<file path="config.mk">
export PLATFORM = sky130hd
export DESIGN_NAME = lcd_refresh_sched
export DESIGN_NICKNAME = d
export VERILOG_FILES = /design/src/rtl/lcd_pkg.sv /design/src/rtl/lcd_char_buf.sv /design/src/rtl/lcd_refresh_sched.sv
export SDC_FILE = /design/constraint.sdc
export NUM_CORES = 1
export LEC_CHECK = 0
export ABC_AREA = 0
export CAP_MARGIN = 5
export CORE_MARGIN = 1.5
export CORE_UTILIZATION = 50
export DETAILED_ROUTE_END_ITERATION = 10
export GPL_TIMING_DRIVEN = 0
export PLACE_DENSITY = 0.67
export SETUP_SLACK_MARGIN = 0.1
export SYNTH_ARGS = -nofsm -noshare
export SYNTH_HDL_FRONTEND = slang
export SYNTH_HIERARCHICAL = 1
export SYNTH_SLANG_ARGS = --single-unit
</file>
<file path="constraint.sdc">
create_clock -name clk -period 8.54 [get_ports clk]
set_input_delay 1.708 -clock clk [delete_from_list [all_inputs] [get_ports clk]]
set_output_delay 1.708 -clock clk [all_outputs]
set_load 0.05 [all_outputs]
</file>
<file path="src/rtl/lcd_pkg.sv">
// Shared LCD scheduler types: FSM states, HD44780 instruction bytes, init-sequence lookup.
// Pure declarations; no latency or flow control of its own.
package lcd_pkg;

  typedef enum logic [2:0] {
    PWR_WAIT,
    INIT,
    CLR_WAIT,
    IDLE,
    ADDR,
    CHAR
  } state_e;

  localparam int COLS = 16;

  localparam logic [7:0] FUNC_SET_8B2L = 8'h38;
  localparam logic [7:0] DISP_ON       = 8'h0C;
  localparam logic [7:0] ENTRY_INC     = 8'h06;
  localparam logic [7:0] CLEAR         = 8'h01;
  localparam logic [7:0] DDRAM_SET     = 8'h80;
  localparam logic [7:0] ROW1_OFS      = 8'h40;
  localparam logic [7:0] SPACE         = 8'h20;

  function automatic logic [7:0] init_cmd(input logic [1:0] idx);
    case (idx)
      2'd0:    return FUNC_SET_8B2L;
      2'd1:    return DISP_ON;
      2'd2:    return ENTRY_INC;
      default: return CLEAR;
    endcase
  endfunction

  function automatic logic [7:0] row_addr(input logic row);
    return DDRAM_SET | (row ? ROW1_OFS : 8'h00);
  endfunction

endpackage

</file>
<file path="src/rtl/lcd_char_buf.sv">
// 2xCOLS character shadow buffer: one synchronous write port, one combinational read port.
// Write visible after the next edge; reset fills every cell with a space.
module lcd_char_buf
  import lcd_pkg::*;
(
  input  logic       clk,
  input  logic       rst,
  input  logic       wr_en,
  input  logic [4:0] wr_addr,
  input  logic [7:0] wr_dat,
  input  logic [4:0] rd_addr,
  output logic [7:0] rd_dat
);

  logic [7:0] mem_q [2*COLS];
  logic [7:0] mem_d [2*COLS];

  always_comb begin
    mem_d = mem_q;
    if (wr_en) mem_d[wr_addr] = wr_dat;
  end

  always_ff @(posedge clk) begin
    if (rst) begin
      for (int i = 0; i < 2*COLS; i++) mem_q[i] <= SPACE;
    end else begin
      mem_q <= mem_d;
    end
  end

  assign rd_dat = mem_q[rd_addr];

endmodule

</file>
<file path="src/rtl/lcd_refresh_sched.sv">
// HD44780 command scheduler: power-up init, then streams dirty rows as (rs,data) commands.
// Registered valid/ready output, back-to-back capable; command held stable while cmd_ready is low.
module lcd_refresh_sched
  import lcd_pkg::*;
#(
  parameter int PWR_WAIT_CYC = 750000,
  parameter int CLR_WAIT_CYC = 100000
) (
  input  logic       clk,
  input  logic       rst,
  input  logic       wr_en,
  input  logic       wr_row,
  input  logic [3:0] wr_col,
  input  logic [7:0] wr_char,
  output logic       cmd_valid,
  output logic       cmd_rs,
  output logic [7:0] cmd_data,
  input  logic       cmd_ready,
  output logic       init_done,
  output logic       busy
);

  localparam int MAX_CYC = (PWR_WAIT_CYC > CLR_WAIT_CYC) ? PWR_WAIT_CYC : CLR_WAIT_CYC;
  localparam int CNT_W   = $clog2(MAX_CYC + 1);

  state_e           state_q, state_d;
  logic [CNT_W-1:0] cnt_q, cnt_d;
  logic [1:0]       init_idx_q, init_idx_d;
  logic             row_q, row_d;
  logic [3:0]       col_q, col_d;
  logic [1:0]       dirty_q, dirty_d;
  logic             init_done_q, init_done_d;
  logic             cmd_valid_q, cmd_valid_d;
  logic             cmd_rs_q, cmd_rs_d;
  logic [7:0]       cmd_data_q, cmd_data_d;

  logic       xfer;
  logic [3:0] rd_col;
  logic [7:0] rd_dat;

  assign xfer   = cmd_valid_q && cmd_ready;
  // Read ahead: the column that will be presented once the current command transfers.
  assign rd_col = (state_q == CHAR) ? col_q + 4'd1 : 4'd0;

  lcd_char_buf u_buf (
    .clk     (clk),
    .rst     (rst),
    .wr_en   (wr_en),
    .wr_addr ({wr_row, wr_col}),
    .wr_dat  (wr_char),
    .rd_addr ({row_q, rd_col}),
    .rd_dat  (rd_dat)
  );

  always_comb begin
    state_d     = state_q;
    cnt_d       = cnt_q;
    init_idx_d  = init_idx_q;
    row_d       = row_q;
    col_d       = col_q;
    dirty_d     = dirty_q;
    init_done_d = init_done_q;
    cmd_valid_d = cmd_valid_q;
    cmd_rs_d    = cmd_rs_q;
    cmd_data_d  = cmd_data_q;

    case (state_q)
      PWR_WAIT: begin
        if (cnt_q == '0) begin
          state_d     = INIT;
          init_idx_d  = 2'd0;
          cmd_valid_d = 1'b1;
          cmd_rs_d    = 1'b0;
          cmd_data_d  = init_cmd(2'd0);
        end else begin
          cnt_d = cnt_q - CNT_W'(1);
        end
      end
      INIT: begin
        if (xfer) begin
          if (init_idx_q == 2'd3) begin
            // The IDLE decision cycle is the last cycle of the clear wait.
            state_d     = CLR_WAIT;
            cnt_d       = CNT_W'(CLR_WAIT_CYC - 2);
            cmd_valid_d = 1'b0;
          end else begin
            init_idx_d = init_idx_q + 2'd1;
            cmd_data_d = init_cmd(init_idx_q + 2'd1);
          end
        end
      end
      CLR_WAIT: begin
        if (cnt_q == '0) begin
          state_d     = IDLE;
          init_done_d = 1'b1;
        end else begin
          cnt_d = cnt_q - CNT_W'(1);
        end
      end
      IDLE: begin
        if (dirty_q != 2'b00) begin
          state_d     = ADDR;
          row_d       = !dirty_q[0];
          cmd_valid_d = 1'b1;
          cmd_rs_d    = 1'b0;
          cmd_data_d  = row_addr(!dirty_q[0]);
        end
      end
      ADDR: begin
        if (xfer) begin
          dirty_d[row_q] = 1'b0;
          col_d          = 4'd0;
          state_d        = CHAR;
          cmd_rs_d       = 1'b1;
          cmd_data_d     = rd_dat;
        end
      end
      CHAR: begin
        if (xfer) begin
          if (col_q == 4'hF) begin
            state_d     = IDLE;
            cmd_valid_d = 1'b0;
          end else begin
            col_d      = col_q + 4'd1;
            cmd_data_d = rd_dat;
          end
        end
      end
      default: state_d = PWR_WAIT;
    endcase

    // Host write after the ADDR clear so a same-cycle write keeps the row dirty.
    if (wr_en) dirty_d[wr_row] = 1'b1;
  end

  always_ff @(posedge clk) begin
    if (rst) begin
      state_q     <= PWR_WAIT;
      cnt_q       <= CNT_W'(PWR_WAIT_CYC - 1);
      init_idx_q  <= 2'd0;
      row_q       <= 1'b0;
      col_q       <= 4'd0;
      dirty_q     <= 2'b11;
      init_done_q <= 1'b0;
      cmd_valid_q <= 1'b0;
      cmd_rs_q    <= 1'b0;
      cmd_data_q  <= 8'h00;
    end else begin
      state_q     <= state_d;
      cnt_q       <= cnt_d;
      init_idx_q  <= init_idx_d;
      row_q       <= row_d;
      col_q       <= col_d;
      dirty_q     <= dirty_d;
      init_done_q <= init_done_d;
      cmd_valid_q <= cmd_valid_d;
      cmd_rs_q    <= cmd_rs_d;
      cmd_data_q  <= cmd_data_d;
    end
  end

  assign cmd_valid = cmd_valid_q;
  assign cmd_rs    = cmd_rs_q;
  assign cmd_data  = cmd_data_q;
  assign init_done = init_done_q;
  assign busy      = (dirty_q != 2'b00) || (state_q != IDLE);

endmodule

</file>
==> results of run 1 <==
==> final timing paths <==
check / from / to / slack (ns) / depth (start not counted)
worst max-delay path: state_q[0] / busy / 4.29 / 5
worst min register to register: cmd_data[5] / cmd_data[5] / 0.45 / 2
worst min-delay path: cmd_data[5] / cmd_data[5] / 0.45 / 2
worst max register to register: state_q[2] / cmd_data[6] / 4.39 / 12
==> cells in the mapped netlist (all sizes together) (16+ instances only) <==
cell type and number:
nand3b 38, nor2 25, nand3 262, nor3 17, o21ai 280, nand2 16
a21oi 240, dfxtp 299, clkbuf 161, buf 34, mux4 80
==> layer usage <==
metal,global-route usage (%),share of wire [%],vias to the layer above
met1,44.8,40,6571
met2,53.7,45,792
met4,14.8,4.6,0
met5,0,0,-
li1,-,-,6001
met3,7.63,10,175
==> kinds of logic after synthesis <==
family,synth area share (%)
AND/OR/NAND/NOR,16.1
adder cells (fa/ha/maj),0.532
multiplexers,13.9
AO/OA/AOI/OAI,20.1
XOR/XNOR,1.12
flip-flops,42.4
buffers and inverters,5.78
==> power groups by stage <==
| stage | logic, W | registers, W | clock network, W |
|---|---|---|---|
| 2_1_floorplan | 0.000103 | 0.00144 | 0 |
| 3_5_place_dp | 0.000180 | 0.00144 | 0 |
| 3_3_place_gp | 0.000180 | 0.00144 | 0 |
| 4_1_cts | 0.000181 | 0.00141 | 0.00148 |
| 5_1_grt | 0.000198 | 0.00141 | 0.00154 |
| 6_report | 0.000189 | 0.00141 | 0.00147 |
==> registers in the layout, indices dropped and copies added (netlist names) <==
register,flops
u_buf/mem_q,256
init_idx_q,2
state_q,3
cmd_valid,1
row_q,1
col_q,4
cmd_data,8
init_done,1
cmd_rs,1
dirty_q,2
cnt_q,20
==> stage by stage <==
step	power, W	hold WS [ns]	cell area, µm²	utilization [%]
finish	0.00307	0.453	16000	57.4
floorplan	0.00154	0.441	14100	-
global placement	0.00162	0.445	14800	53.4
CTS	0.00307	0.456	16000	57.4
detailed placement	0.00162	0.449	14800	53.4
global route	0.00315	0.491	16000	57.4
==> worst max-delay path, cell delays in order, from the launching register on <==
cell and delay [ns]:
dfxtp_1 0.39, nor2b_1 0.42, nand2_1 0.13, nor3_1 0.22, inv_1 0.15, clkdlybuf4s50_1 0.72
==> layout make-up <==
class                           count  area (µm²)  share of cell area (%)
Inverter                           10        37.5                   0.235
Antenna cell                        2        5.00                  0.0314
Sequential cell                   299        5990                    37.5
Tap cell                          378         473                    2.96
Multi-Input combinational cell   1084        7300                    45.8
Timing Repair Buffer               26         260                    1.63
Buffer                            195         777                    4.87
Clock inverter                      7        78.8                   0.494
Clock buffer                       54        1040                    6.51
==> reports/qor.yml, run 1 <==
status:
  outcome: "completed"
global_route:
  grt_max_degree: 13
  grt_antenna_before_repair: 2
  first_global_vias: 12510
  track_usage_pct: 34.0
  grt_pass1_wl_mm: 74.9
  grt_overflow_total: 0
logic_synthesis:
  synth_flop_cell: "dfxtp_1"
  synth_area_leaders: "dfxtp_1 42%, mux4_2 13%, o21ai_0 9.9%, nand3_1 9.3%, a21oi_1 8.5%"
  syn_area_um2: 14100
  ys_ff_latch: 299
  ys_types: 54
  synth_edf_count: 0
  avgSynthCellArea_um2: 8.88
  yosys.area.top_type: "dfxtp_1"
  synthArstFlopShare_pct: 0
  synth_top_area_share_pct: 42.4
  ys_seq_area_share_pct: 42.4
  synth_cells: 1588
  ys_warn_count: 6
  synth_nets: 1611
finish:
  nNetsFinal: 1674
  syn_to_final_growth_pct: 13.2
  final_cell_mix: "299 x dfxtp_1, 280 x o21ai_0, 262 x nand3_1, 240 x a21oi_1, 172 x clkbuf_1"
  drive_gt1_share_pct: 10.0
  fill_cells: 2564
  layout_commonest_cell: "dfxtp_1"
  final_cells: 2055
die:
  rows: 61
  fp.coreArea_um2: 27800
  die_w_um: 171
  pin_count: 29
  die_h_um: 171
  dieArea_um2: 29200
  initial_core_util_pct: 50.8
cts:
  clk_pin_slew_ns: 0.06
  ctsResizeCount: 0
  cts_sinks: 299
  htreeDepth: 2
  cts_buffers: 35
  clock_latency_ns: 0.54
  cts_root_buffer: "clkbuf_16"
  cts_hold_buf: 0
  clk_path_buf_depth: 3
  post_cts_buffers: 0
  cts_tree: "yes"
setup_path:
  cp_data_required_time_ns: 6.83
  worst-setup-path-type: "flip-flop to primary output"
  cp_max_fo: 6
  critPathCaptureType: "primary output"
  start_kind: "flip-flop"
  worstPathArrival_ns: 2.54
placement:
  dpl_worst_slack_ns: 4.24
  place_inst: 1992
  hpwl_mm: 34.5
  place.gp.congestion: 0.926
  portBuffers: 26
power:
  pwr-share-comb_pct: 6.2
  clkPwrFrac_pct: 47.9
  switching_share_pct: 24.6
  vdd_ir_drop_max_v: 0.000145
  intPower_w: 0.00232
  pwr_density_cell_nw_per_um2: 193
  p_leak_nw: 4.78
  pwr-share-seq_pct: 46.0
  power_switching_w: 0.000757
detailed_routing:
  ant_nets: 0
  vias_per_cell: 6.59
  routed_wirelength_mm: 48.8
  drtIter0Drc: 1593
  via_count: 13539
  routedWlPerCell_um: 23.7
  drc: 0
  drt_pass1_iterations: 8
timing:
  drv_slew: 0
  relSlewSlack_pct: 28.4
  worst_pin_slew_ns: 1.06
  fin_ws_ns: 4.29
  min_period_ns: 4.25
  period_share_pct: 49.8
  hold_viol_final: 0
  setup-violations-final: 0
  fmax_mhz: 235
  finalClockSkew_ns: 0.0198
  rsz0062_at_grt: "false"
  tns_ns: 0
run:
  drv_cap: 0
min_path:
  hold_path.class: "flip-flop to flip-flop"
(Power assumes the default switching activity.)
==> run 2, diff against run 1 <==
Clock period 8.54 ns to 4.2 ns, I/O delays scaled along.
==> run 2 against run 1 <==
Count of clock-buffer cells in the layout is the same. Worst setup slack got worse by 3.8 ns. Via count barely moved. Cell count about the same. Combinational power is 100% higher. Critical endpoint is now cmd_data[7].
==> reports/qor.yml, run 2 (synthesis gave the netlist of run 1 again) <==
detailed_routing:
  ant_nets: 0  # unchanged
  routed_wirelength_mm: 49.0  # was 48.8 mm
  via_count: 13552  # was 13539
  vias_per_cell: 6.60  # was 6.59
  routedWlPerCell_um: 23.8  # was 23.7 µm
  drtIter0Drc: 1753  # was 1593
  drt_pass1_iterations: 7  # was 8
  drc: 0  # unchanged
global_route:
  first_global_vias: 12510  # unchanged
  grt_max_degree: 13  # unchanged
  met3_usage_pct: 7.63  # unchanged
  grt_pass1_wl_mm: 74.9  # unchanged
  track_usage_pct: 34.0  # unchanged
  use_met1_pct: 44.8  # unchanged
  grt_antenna_before_repair: 2  # unchanged
  grt_overflow_total: 0  # unchanged
  top_usage_layer: "met2"  # unchanged
  use_met2_pct: 53.7  # unchanged
setup_path:
  max_stage_delay_ns: 0.48  # was 0.72 ns
  rr_worst_depth: 10  # was 12
  cp_slowest_cell: "mux4_2"  # was clkdlybuf4s50_1
  regToRegEndpoint: "cmd_data[7]"  # was cmd_data[6]
  worstPathArrival_ns: 4.16  # was 2.54 ns
  critPathCaptureType: "flip-flop"  # was primary output
  critical_path.most_common_cell: "mux4_2"
  cp_max_fo: 19  # was 6
  worst-setup-path-type: "flip-flop to flip-flop"  # was flip-flop to primary output
  crit_buf_inv: 3  # was 2
  start_kind: "flip-flop"  # unchanged
  worstReg2RegStart: "state_q[0]"  # was state_q[2]
  cp_cell_sequence: "clkbuf_1 -> nand2_1 -> nor2_1 -> buf_6 -> buf_2 -> mux4_2 -> mux4_2 -> mux2_2 -> a211o_1 -> o221a_2"  # was nor2b_1 -> nand2_1 -> nor3_1 -> inv_1 -> clkdlybuf4s50_1
  cp_data_required_time_ns: 4.61  # was 6.83 ns
  r2r_setup_slack_ns: 0.45  # was 4.39 ns
  cpLargestDelayFamily: "multiplexers"  # was buffers and inverters
die:
  dieArea_um2: 29200  # unchanged
  die_h_um: 171  # unchanged
  die_w_um: 171  # unchanged
  fp.coreArea_um2: 27800  # unchanged
  pin_count: 29  # unchanged
  rows: 61  # unchanged
  initial_core_util_pct: 50.8  # unchanged
finish:
  drive_gt1_share_pct: 10.0  # about the same
  largest_register: "u_buf/mem_q"  # unchanged
  multiInputGateArea_um2: 7310  # was 7300 µm²
  final_cell_mix: "299 x dfxtp_1, 280 x o21ai_0, 262 x nand3_1, 240 x a21oi_1, 172 x clkbuf_1"  # unchanged
  postLayoutCellArea_um2: 16000  # about the same
  nNetsFinal: 1673  # was 1674
  layout_commonest_cell: "dfxtp_1"  # unchanged
  fill_cells: 2560  # was 2564
  syn_to_final_growth_pct: 13.2  # about the same
  largest_reg_flops: 256  # unchanged
  seq_area_um2: 5990  # unchanged
timing:
  fmax_mhz: 267
  finalClockSkew_ns: 0.0197  # was 0.0198 ns
  worst_pin_slew_ns: 1.09  # was 1.06 ns
  setup-violations-final: 0  # unchanged
  tns_ns: 0  # unchanged
  relSlewSlack_pct: 26.1  # was 28.4%
  hold_slack_ns: 0.454  # was 0.453 ns
  min_period_ns: 3.75
  drv_slew: 0  # unchanged
  fin_ws_ns: 0.448  # was 4.29 ns
  rsz0062_at_grt: "false"  # unchanged
  period_share_pct: 89.3
  hold_viol_final: 0  # unchanged
cts:
  cts_sinks: 299  # unchanged
  cts_tree: "yes"  # unchanged
  clk_pin_slew_ns: 0.06  # about the same
  cts_buffers: 35  # unchanged
  htreeDepth: 2  # unchanged
  clock_latency_ns: 0.54  # about the same
  clk_path_buf_depth: 3  # unchanged
  cts_root_buffer: "clkbuf_16"  # unchanged
power:
  vdd_ir_drop_max_v: 0.000294  # was 0.000145 V
  p_total_w: 0.00625  # was 0.00307 W
  pwr_density_cell_nw_per_um2: 392  # was 193 nW/µm²
  p_leak_nw: 4.78  # about the same
placement:
  place.gp.congestion: 0.926  # unchanged
  placed_area_um2: 14800  # unchanged
  portBuffers: 26  # unchanged
  dpl_worst_slack_ns: 0.0827  # was 4.24 ns
  hpwl_mm: 34.5  # unchanged
min_path:
  hold_depth: 2  # unchanged
  min_from: "cmd_data[5]"  # unchanged
  hold_path.class: "flip-flop to flip-flop"  # unchanged
  worstHoldEndpoint: "cmd_data[5]"  # unchanged
run:
  drv_cap: 0  # unchanged
status:
  outcome: "completed"  # unchanged
-- run 2: cell count changes in the layout (fill, tap and decap cells not counted) --
cell and delta:
buf_2 -3, buf_4 +2, nor2b_1 -1, nor2b_2 +1
-- run 2: layout make-up --
type / count / area share [%]
Antenna cell: 2 / 0.0314
Buffer: 194 / 4.87
Clock buffer: 54 / 6.51
Clock inverter: 7 / 0.494
Inverter: 10 / 0.235
Multi-Input combinational cell: 1084 / 45.8
Sequential cell: 299 / 37.5
Tap cell: 378 / 2.96
Timing Repair Buffer: 26 / 1.63
-- run 2: worst max-delay path by stage --
stage	slack (ns)	cells after the start	end	from
3_3_place_gp	0.06	12	cmd_data[6]	state_q[2]
3_5_place_dp	0.08	12	cmd_data[6]	state_q[2]
6_report	0.45	10	cmd_data[7]	state_q[0]
5_1_grt	0.30	11	cmd_data[6]	state_q[0]
4_1_cts	0.11	11	cmd_data[7]	state_q[2]
2_1_floorplan	0.99	12	cmd_data[6]	state_q[2]
-- run 2: per-stage QoR --
stage	util (%)	instances
floorplan	-	1588
global placement	53.4	1992
CTS	57.4	2053
global route	57.4	2052
detailed placement	53.4	1992
finish	57.5	2054
-- run 2: what timing repair did --
| action | CTS | global route |
|---|---|---|
| hold buffers | 0 | 0 |
| buffers inserted | 0 | 0 |
| pin swaps | 0 | 0 |
| endpoints found under the setup margin | 2 | 7 |
| resized for setup | 2 | 1 |
-- run 2: tightest hold or removal path, stage by stage, from the launching register on --
cell	delay [ns]
dfxtp_1	0.30
nand2_1	0.05
mux2i_1	0.05
-- run 2: routing by layer --
layer  share of wire [%]  up-vias
met5                   0        -
met2                  45      839
met4                 4.5        0
met3                  11      157
met1                  40     6555
li1                    -     6001
-- run 2: power by group --
part	switching (W)	internal (W)
Combinational	0.000304	0.0000822
Sequential	0.0000126	0.00286
Clock	0.00122	0.00177
Total	0.00154	0.00471
==> run 3, diff against run 2 <==
Settings changed: ABC_CLOCK_PERIOD_IN_PS set to 4400, SYNTH_HIERARCHICAL 1 to not set.
Clock period 4.2 ns to 4.4 ns, I/O delays scaled along.
==> run 3 against run 2 <==
Hold slack gained 0.0037 ns. Clock power grew 5%. Routed wire length grew 7.9%. Global-route usage grew 3.1 points. Maximum frequency shrank 10%. Largest power group unchanged. Non-clock buffer count shrank 68. Critical path type unchanged. First-iteration DRC count shrank 13%.
==> reports/qor.yml, run 3 <==
finish:
  largest_reg_flops: 256  # unchanged
  drive_gt1_share_pct: 6.81  # was 10.0%
  syn_to_final_growth_pct: 13.8  # was 13.2%
  nNetsFinal: 1630  # was 1673
  final_cell_mix: "299 x dfxtp_1, 241 x mux2i_1, 221 x nor2_1, 173 x nand2_1, 106 x clkbuf_1"  # was 299 x dfxtp_1, 280 x o21ai_0, 262 x nand3_1, 240 x a21oi_1, 172 x clkbuf_1
  layout_commonest_cell: "dfxtp_1"  # unchanged
  postLayoutCellArea_um2: 15800  # was 16000 µm²
  largest_register: "u_buf.mem_q"  # was u_buf/mem_q
  n_antenna_cell: 0  # was 2
cts:
  clock_latency_ns: 0.53  # was 0.54 ns
  clk_pin_slew_ns: 0.06  # about the same
  cts_root_buffer: "clkbuf_16"  # unchanged
  htreeDepth: 2  # unchanged
  clk_path_buf_depth: 3  # unchanged
  cts_sinks: 299  # unchanged
  cts_hold_buf: 0  # unchanged
  post_cts_buffers: 0  # unchanged
  cts_buffers: 34  # was 35
  cts_tree: "yes"  # unchanged
  ctsResizeCount: 0  # was 2
die:
  die_w_um: 169  # was 171 µm
  fp.coreArea_um2: 27100  # was 27800 µm²
  dieArea_um2: 28700  # was 29200 µm²
  die_h_um: 169  # was 171 µm
  pin_count: 29  # unchanged
  rows: 60  # was 61
  initial_core_util_pct: 51.1  # was 50.8%
setup_path:
  start_kind: "flip-flop"  # unchanged
  cp_max_fo: 10  # was 19
  r2r_setup_slack_ns: 0.22  # was 0.45 ns
  cp_data_required_time_ns: 4.86  # was 4.61 ns
  worstReg2RegStart: "col_q[0]"  # was state_q[0]
  worst-setup-path-type: "flip-flop to flip-flop"  # unchanged
  worstPathArrival_ns: 4.63  # was 4.16 ns
  rr_worst_depth: 10  # unchanged
  regToRegEndpoint: "cmd_data[4]"  # was cmd_data[7]
  critPathCaptureType: "flip-flop"  # unchanged
detailed_routing:
  drtIter0Drc: 1532  # was 1753
  via_count: 12810  # was 13552
  vias_per_cell: 6.40  # was 6.60
  drt_pass1_iterations: 6  # was 7
  routed_wirelength_mm: 52.8  # was 49.0 mm
  drc: 0  # unchanged
  ant_nets: 0  # unchanged
  routedWlPerCell_um: 26.4  # was 23.8 µm
global_route:
  grt_pass1_wl_mm: 77.7  # was 74.9 mm
  grt_max_degree: 15  # was 13
  grt_overflow_total: 0  # unchanged
  first_global_vias: 11964  # was 12510
  grt_antenna_before_repair: 0  # was 2
  track_usage_pct: 37.1  # was 34.0%
timing:
  period_share_pct: 94.9  # was 89.3%
  worst_pin_slew_ns: 1.33  # was 1.09 ns
  min_period_ns: 4.18  # was 3.75 ns
  drv_slew: 0  # unchanged
  fin_ws_ns: 0.225  # was 0.448 ns
  fmax_mhz: 240  # was 267 MHz
  finalClockSkew_ns: 0.0198  # was 0.0197 ns
  hold_slack_ns: 0.458  # was 0.454 ns
  tns_ns: 0  # unchanged
  rsz0062_at_grt: "false"  # unchanged
  hold_viol_final: 0  # unchanged
  setup-violations-final: 0  # unchanged
  relSlewSlack_pct: 9.18  # was 26.1%
logic_synthesis:
  avgSynthCellArea_um2: 8.94  # was 8.88 µm²
  syn_area_um2: 13900  # was 14100 µm²
  synth_edf_count: 0  # unchanged
  synth_top_area_share_pct: 43.2  # was 42.4%
  synth_flop_cell: "dfxtp_1"  # unchanged
  synth_cells: 1549  # was 1588
  ys_warn_count: 0  # was 6
  ys_seq_area_share_pct: 43.2  # was 42.4%
  ys_types: 84  # was 54
  synth_common_cells: "299 x dfxtp_1, 241 x mux2i_1, 221 x nor2_1"  # was 299 x dfxtp_1, 280 x o21ai_0, 262 x nand3_1
  synthArstFlopShare_pct: 0  # unchanged
  yosysMostFrequentCell: "dfxtp_1"  # unchanged
  synth_nets: 1572  # was 1611
  yosys.area.top_type: "dfxtp_1"  # unchanged
  synth_area_leaders: "dfxtp_1 43%, mux2i_1 17%, nor2_1 6.0%, nand2_1 4.7%, nand3_1 3.1%"  # was dfxtp_1 42%, mux4_2 13%, o21ai_0 9.9%, nand3_1 9.3%, a21oi_1 8.5%
  ys_ff_latch: 299  # unchanged
min_path:
  min_from: "u_buf.mem_q[202]"  # was cmd_data[5]
  worstHoldEndpoint: "u_buf.mem_q[202]"  # was cmd_data[5]
  hold_depth: 2  # unchanged
  hold_path.class: "flip-flop to flip-flop"  # unchanged
placement:
  placed_area_um2: 14500  # was 14800 µm²
  place.gp.congestion: 1.02  # was 0.926
  portBuffers: 22  # was 26
  hpwl_mm: 37.2  # was 34.5 mm
  dpl_worst_slack_ns: 0.501  # was 0.0827 ns
power:
  pwr_density_cell_nw_per_um2: 390  # was 392 nW/µm²
  p_leak_nw: 5.78  # was 4.78 nW
  p_total_w: 0.00615  # was 0.00625 W
  vdd_ir_drop_max_v: 0.000294  # about the same
status:
  outcome: "completed"  # unchanged
run:
  drv_cap: 0  # unchanged
-- run 3: cell count changes in the layout (fill, tap and decap cells not counted), sizes merged, moves of 38 or more --
cell and change:
o21ai -262, mux2i +236, nor2 +201, nand3 -177
a21oi -160, nand2 +157, mux4 -68, clkbuf -66
a221oi +38
-- run 3: metal layers --
metal / track usage, % / part of all wire (%) / vias up
li1: - / - / 5632
met1: 49.1 / 40 / 6131
met2: 55.5 / 42 / 830
met3: 8.19 / 11 / 215
met4: 21.5 / 6.7 / 2
met5: 2.09 / 0.16 / -
-- run 3: layout make-up --
type / instances / area (µm²)
Sequential cell: 299 / 5990
Clock buffer: 45 / 973
Multi-Input combinational cell: 1110 / 7270
Inverter: 10 / 37.5
Fill cell: 2448 / 11300
Buffer: 130 / 566
Timing Repair Buffer: 22 / 220
Clock inverter: 14 / 255
Tap cell: 372 / 465
-- run 3: how the worst max path moves through the flow --
stage,from,end,cells past startpoint
after floorplan,wr_en,u_buf.mem_q[13],7
after global placement,col_q[0],cmd_data[4],10
after detailed placement,col_q[0],cmd_data[6],9
after CTS,col_q[0],cmd_data[6],9
after global routing,col_q[0],cmd_data[6],9
final,col_q[0],cmd_data[4],10
-- run 3: critical path: stages (launching register included) --
cell	delay, ns
dfxtp_1	0.49
ha_1	0.28
clkbuf_1	0.31
nand4b_1	0.23
clkbuf_1	0.60
clkbuf_1	0.72
a221oi_1	0.11
a211oi_1	0.41
a211oi_1	0.14
nor3_1	0.63
a211o_2	0.19
-- run 3: power by group --
group	internal, W	switching [W]	leakage [nW]
Combinational	0.0000612	0.000206	2.76
Sequential	0.00273	0.0000132	2.41
Clock	0.00197	0.00118	0.603
Total	0.00476	0.00140	5.78
-- run 3: logic make-up (layout without fill, tap and decap cells) --
family                     after synthesis  after routing  synth area share (%)
AOI/OAI and AO/OA                      248            248                  12.4
xor gates and xnor gates                16             16                  1.07
and+or+nand+nor                        587            587                  19.1
muxes                                  253            253                  19.4
buffers and inverters                  140            221                  4.35
adders and majority gates                6              6                 0.542
DFF                                    299            299                  43.2
-- run 3: stage by stage --
step | utilization [%] | std cells
2_1_floorplan | - | 1549
3_3_place_gp | 53.7 | 1943
3_5_place_dp | 53.7 | 1943
4_1_cts | 58.2 | 2002
5_1_grt | 58.2 | 2002
6_report | 58.2 | 2002
